File: src/rtl/desc_mem_arbiter.sv
// desc_mem_arbiter: round-robin TX/RX master arbiter for the descriptor RAM.
// Define DESC_MEM_ARB_LOCK_EN to add per-master lock for atomic RMW.
module desc_mem_arbiter #(
    parameter int ADDR_W       = 11,
    parameter int DATA_W       = 32,
    parameter int READ_LATENCY = 1
) (
    input  logic                clk,
    input  logic                reset_n,
    input  logic [ADDR_W-1:0]   m0_address,
    input  logic [DATA_W/8-1:0] m0_byteenable,
    input  logic                m0_read,
    input  logic                m0_write,
    input  logic [DATA_W-1:0]   m0_writedata,
    output logic                m0_waitrequest,
    output logic [DATA_W-1:0]   m0_readdata,
    output logic                m0_readdatavalid,
    input  logic [ADDR_W-1:0]   m1_address,
    input  logic [DATA_W/8-1:0] m1_byteenable,
    input  logic                m1_read,
    input  logic                m1_write,
    input  logic [DATA_W-1:0]   m1_writedata,
    output logic                m1_waitrequest,
    output logic [DATA_W-1:0]   m1_readdata,
    output logic                m1_readdatavalid,
`ifdef DESC_MEM_ARB_LOCK_EN
    input  logic                m0_lock,
    input  logic                m1_lock,
`endif
    output logic [ADDR_W-1:0]   mem_address,
    output logic [DATA_W/8-1:0] mem_byteenable,
    output logic                mem_chipselect,
    output logic                mem_write,
    output logic [DATA_W-1:0]   mem_writedata,
    output logic                mem_clken,
    input  logic [DATA_W-1:0]   mem_readdata
);

    logic                    r_last;
    logic [READ_LATENCY-1:0] r_tag_v;
    logic [READ_LATENCY-1:0] r_tag_id;

    logic w_req0;
    logic w_req1;
    logic w_can0;
    logic w_can1;
    logic w_gnt0;
    logic w_gnt1;
    logic w_any;
    logic w_push;
    logic w_block0;
    logic w_block1;

    assign w_req0 = m0_read | m0_write;
    assign w_req1 = m1_read | m1_write;

`ifdef DESC_MEM_ARB_LOCK_EN
    logic r_lock_v;
    logic r_lock_id;
    logic w_own_gnt;
    logic w_own_req;
    logic w_own_lock;

    assign w_block0   = r_lock_v & r_lock_id;
    assign w_block1   = r_lock_v & ~r_lock_id;
    assign w_own_gnt  = r_lock_id ? w_gnt1 : w_gnt0;
    assign w_own_req  = r_lock_id ? w_req1 : w_req0;
    assign w_own_lock = r_lock_id ? m1_lock : m0_lock;

    // Owner keeps the lock while it asserts lock; dropping it releases.
    always_ff @(posedge clk) begin
        if (!reset_n) begin
            r_lock_v  <= 1'b0;
            r_lock_id <= 1'b0;
        end else if (r_lock_v) begin
            if (w_own_gnt)
                r_lock_v <= w_own_lock;
            else if (!w_own_req && !w_own_lock)
                r_lock_v <= 1'b0;
        end else if (w_gnt0 && m0_lock) begin
            r_lock_v  <= 1'b1;
            r_lock_id <= 1'b0;
        end else if (w_gnt1 && m1_lock) begin
            r_lock_v  <= 1'b1;
            r_lock_id <= 1'b1;
        end
    end
`else
    assign w_block0 = 1'b0;
    assign w_block1 = 1'b0;
`endif

    always_comb begin
        w_can0 = reset_n & w_req0 & ~w_block0;
        w_can1 = reset_n & w_req1 & ~w_block1;
        w_gnt0 = 1'b0;
        w_gnt1 = 1'b0;
        if (w_can0 && w_can1) begin
            w_gnt0 = r_last;
            w_gnt1 = ~r_last;
        end else begin
            w_gnt0 = w_can0;
            w_gnt1 = w_can1;
        end
    end

    assign w_any  = w_gnt0 | w_gnt1;
    assign w_push = (w_gnt0 & m0_read & ~m0_write)
                  | (w_gnt1 & m1_read & ~m1_write);

    assign mem_address    = w_gnt1 ? m1_address    : m0_address;
    assign mem_byteenable = w_gnt1 ? m1_byteenable : m0_byteenable;
    assign mem_writedata  = w_gnt1 ? m1_writedata  : m0_writedata;
    assign mem_chipselect = w_any;
    assign mem_write      = w_gnt1 ? m1_write : (w_gnt0 & m0_write);
    assign mem_clken      = reset_n;

    assign m0_waitrequest = ~reset_n | (w_req0 & ~w_gnt0);
    assign m1_waitrequest = ~reset_n | (w_req1 & ~w_gnt1);

    // Tag shift register depth equals RAM latency; its head marks the response.
    always_ff @(posedge clk) begin
        if (!reset_n) begin
            r_last   <= 1'b1;
            r_tag_v  <= '0;
            r_tag_id <= '0;
        end else begin
            if (w_any)
                r_last <= w_gnt1;
            r_tag_v  <= (r_tag_v << 1) | READ_LATENCY'(w_push);
            r_tag_id <= (r_tag_id << 1) | READ_LATENCY'(w_gnt1);
        end
    end

    assign m0_readdatavalid = reset_n & r_tag_v[READ_LATENCY-1]
                            & ~r_tag_id[READ_LATENCY-1];
    assign m1_readdatavalid = reset_n & r_tag_v[READ_LATENCY-1]
                            & r_tag_id[READ_LATENCY-1];
    assign m0_readdata = mem_readdata;
    assign m1_readdata = mem_readdata;

endmodule

File: config.mk
export PLATFORM = sky130hd
export DESIGN_NAME = desc_mem_arbiter
export DESIGN_NICKNAME = d
export VERILOG_FILES = /design/src/rtl/desc_mem_arbiter.sv
export SDC_FILE = /design/constraint.sdc
export NUM_CORES = 1
export LEC_CHECK = 0
export CAP_MARGIN = 20
export CORE_AREA = 3 3 95 97
export CTS_CLUSTER_SIZE = 12
export DETAILED_ROUTE_END_ITERATION = 10
export DIE_AREA = 0 0 98 100
export PLACE_DENSITY = 0.74
export SLEW_MARGIN = 20
export SYNTH_ARGS = -nofsm -noshare
export SYNTH_HDL_FRONTEND = slang
export SYNTH_SLANG_ARGS = --single-unit
File: constraint.sdc
create_clock -name clk -period 2.9 [get_ports clk]
set_input_delay 0.29 -clock clk [delete_from_list [all_inputs] [get_ports clk]]
set_output_delay 0.29 -clock clk [all_outputs]
set_load 0.005 [all_outputs]
**After elaboration in Yosys (flattened, before gate mapping)**

Index checks and enable logic that the tools add are counted.
Widths: inputs -> output; s select.

- Word-level logic and storage cells: 35
- Bits in registers: 3
- Output and inout bits: 118
- Bits of input ports: 132

- Bitwise logic cells: 25
- Reductions and logical operators: 1
- Muxes and demuxes: 6

Operators by type and width:

| kind | number |
|---|---|
| $mux 32 | 1 |
| $and 1x1->1 | 12 |
| $mux 11 | 1 |
| $not 1->1 | 7 |
| $or 1x1->1 | 6 |
| $mux 4 | 1 |
| $mux 1 | 3 |
| $logic_and 1x1->1 | 1 |

**Logic depth before layout (Yosys ltp)**

- Word-level depth: 7
- Mapped depth: 5
- Depth with buffers taken out: 3

**Worst setup path after synthesis**

Ideal clock, no wire load.

- Kind: input to output
- Start point: in m0_write
- End point: out mem_writedata[23]
- Setup slack: 1464 ps
- Path buffers: 2
- Data arrival time: 1146 ps
- Cell stages on the path: 5
- Data required time: 2610 ps
- Cells stage by stage: o21ai_1 > o211ai_2 > buf_6 > buf_6 > mux2_4

- Longest elaborated chain between the ends: 5

Ends and longest elaborated chain:

| element | line | source |
|---|---|---|
| start: declaration | 13 | `input logic m0_write,` |
| $or 1x1->1 | 54 | `assign w_req0 = m0_read \| m0_write;` |
| $and 1x1->1 | 94 | `w_can0 = reset_n & w_req0 & ~w_block0;` |
| $logic_and 1x1->1 | 98 | `if (w_can0 && w_can1) begin` |
| $mux 1 | 98 |  |
| $mux 32 | 113 | `assign mem_writedata = w_gnt1 ? m1_writedata : m0_writedata;` |
| end: declaration | 34 | `output logic [DATA_W-1:0] mem_writedata,` |

Every way passes these cells.

**Final worst setup path**

- Start point: in m0_write
- End point: out mem_address[10]

- Longest elaborated chain between the ends: 5

Ends and longest elaborated chain:

| element | line | source |
|---|---|---|
| $or 1x1->1 | 54 |  |
| $and 1x1->1 | 94 |  |
| $logic_and 1x1->1 | 98 |  |
| $mux 1 | 98 |  |
| $mux 11 | 111 | `assign mem_address = w_gnt1 ? m1_address : m0_address;` |
| end: declaration | 30 | `output logic [ADDR_W-1:0] mem_address,` |

Every way passes these cells.

==> results.tsv <==
stage	metric	value	unit
placed_design	gpl congestion	0.8183	
worst_setup_path	critical path, cell by cell	clkdlybuf4s50_1, o21ai_1, o211ai_4, buf_4, mux2_2, clkdlybuf4s50_1	
sta	unrepaired setup endpoints after global routing	no	
synth	sequential fraction of the synthesis area	0.04720	
pwr	PwrDens	224.5	mW/mm²
grt	first-pass GRT wire length	7051	µm
grt	largest net degree at the start of global routing	34	
worst_setup_path	kind of cell adding the most delay to the critical path	buffers and inverters	
synth	Synth Area in Compound Gates	0.06588	
sta	Slew @ Worst Pin	0.3536	ns
floorplanning	top-level I/O count	250	
placed_design	Placed Area	0.002441	mm²
clocking	Num Clock Sinks	3	
synth	mux cell area share after synthesis	0.4395	
clocking	PostCTS Resize Cnt	0	
synth	largest family of logic cells by synthesized area	multiplexers	
synth	Synth area leader	buf_4	
cells_and_area	final core occ	0.3026	
sta	f_max	0.3844	GHz
sta	Worst Skew	0.001905	ns
grt	total track usage	0.08846	
clocking	H-tree levels	1	
synth	Yosys top cell area share	0.3835	
floorplanning	Die Wd	98	µm
min_path	Tightest Hold Check Type	in -> out	
route	Initial DRT Pass Iterations	4	
route	WL per Instance	13.92	µm
sta	final setup fails	0	
cells_and_area	Design Area, Final	0.002486	mm²
run_status	status	complete, no violations	
grt	number of global-route vias before repair	1418	
worst_setup_path	Worst Path Class, Setup	in -> out	
worst_setup_path	Bufs and invs on worst path	3	
worst_setup_path	cells on worst reg2reg path	4	
route	Via Count	1285	
job	# Max-Cap Violations	0	
pwr	Leak Pwr	0.9502	nW
worst_setup_path	most used cell, CP	clkdlybuf4s50_1	
grt	initial antenna violation count	0	
synth	Yosys reg bits	3	
worst_setup_path	CP endpoint kind	primary output	
synth	Synth Area per Inst	8.961	µm²
synth	synth top area cells	buf_4 (38%), mux2_2 (35%), mux2_4 (9.4%), dfxtp_1 (4.7%), buf_6 (1.8%)	
cells_and_area	commonest non-fill, non-tap cell in the layout	clkdlybuf4s50_1	
clocking	# hold bufs at CTS	0	
worst_setup_path	CP max FO	16	
floorplanning	Starting Density	0.1549	
cells_and_area	most frequent cells in the layout	clkdlybuf4s50_1 (153), mux2_2 (39), mux2_4 (8)	
grt	GR Overflow Total	0	
sta	Slew headroom	0.7635	
synth	simple-gate share of the synthesized area	0.02458	
sta	Fin. Hold Viols	0	
clocking	clk_lat worst skew	0.22	ns
cells_and_area	share of cells above drive strength 1	0.2304	
sta	max-slew violations	0	
clocking	cts bufs inserted	3	
worst_setup_path	Critical Path Stages	6	
synth	adder-cell share of the synthesized area	0	
synth	Cell Area, Synth	0.001272	mm²
min_path	WHS Path Cells	0	
synth	xor and xnor fraction of the mapped netlist area	0	
worst_setup_path	FF-to-FF setup slack	1.64	ns
pwr	Total Power	558.2	µW
floorplanning	Core Region	0.008217	mm²
route	DRC	0	
worst_setup_path	Worst Setup Start Kind	input port	
floorplanning	DIE AREA	0.009800	mm²
clocking	Root Buffer	clkbuf_8	
cells_and_area	area delta synth->final	95.38	%
synth	Ys Warns	0	
placed_design	post-DP HPWL	4109	µm
floorplanning	number of cell rows	33	
route	Iter 0 DRT Violations	10	
floorplanning	Die Y	100	µm
worst_setup_path	Slowest-stage cell, CP	clkdlybuf4s50_1	
clocking	CTS tree	done	
synth	Yosys cell types	21	
route	vias per cell	3.836	
cells_and_area	ANT cells	0	
synth	Net Count, Synth	274	
clocking	setup bufs post-CTS	0	
synth	cells after synthesis	142	
route	ANT nets after route	0	
cells_and_area	final net count	363	
clocking	CTS max path bufs	2	
sta	final setup TNS	0	ns
worst_setup_path	Worst Path Required	2.61	ns
sta	Tmin final	2.602	ns
sta	Period Utilization, post-route	0.8971	
pwr	Max VDD drop	0.06838	mV
worst_setup_path	WP data arrival	2.31	ns
placed_design	# port buffers	153	
route	Post-Route WL	4663	µm
worst_setup_path	Slowest Stage Delay on Critical Path	0.60	ns
## power by group
group	switching [mW]	leakage (nW)	internal, mW
registers	0.00196	0.0250	0.0448
clock network	0.0303	0.0228	0.0940
logic	0.100	0.902	0.287
total	0.133	0.950	0.426
## cell type report
class	count	area, µm²
inverters	2	7.507
fillers	848	5731
multi-input cells	66	683.2
flip-flops and latches	3	60.06
clock buffers	4	45.04
well taps	105	131.4
repair buffers	155	1559
## per-layer routing
layer  part of all wire  track usage  wire [µm]  vias to the layer above
li1                   -            -          -                      596
met1               0.33      0.09121       1560                      562
met2               0.50       0.1560       2347                      107
met3               0.14      0.03892        639                       20
met4              0.025      0.03834        115                        0
met5                  0            0          0                        -
## synth_stat cells (all sizes together)
cell type  count
buf           70
mux2          47
o21ai          4
dfxtp          3
nor2           3
a21oi          2
inv            2
nand2          2
and3           1
clkbuf         1
nand2b         1
o211ai         1
o21a           1
o21bai         1
o22ai          1
o311ai         1
o41a           1
## worst register-to-register path: cells and delay by family (launching register included)
kind | cells | cell delay, ns
compound gates | 3 | 0.44
buf+inv | 1 | 0.30
flops | 1 | 0.36
## per-stage QoR
step	hold WS (ns)	cells	setup WS (ns)
detailed placement	0.5801	331	0.2977
CTS	0.5801	335	0.2945
floorplan	0.4332	142	1.464
global route	0.5800	335	0.2057
finish	0.5800	335	0.2985
global placement	0.5801	331	0.3631
## final timing paths
path                                           from                  end
worst max-delay path                       m0_write      mem_address[10]
worst min register to register  r_last$_SDFFE_PN1P_  r_last$_SDFFE_PN1P_
worst min-delay path                mem_readdata[5]       m0_readdata[5]
worst max register to register  r_last$_SDFFE_PN1P_  r_last$_SDFFE_PN1P_
## sequential cells by signal, summed over array words and instances, names as in the netlist
signal    flops
r_last        1
r_tag_id      1
r_tag_v       1
## cells by family after synthesis
kind of cell,after synthesis
compound gates,12
buf+inv,73
flops,3
simple gates,7
mux,47
Power figures use the tool's default switching activity.
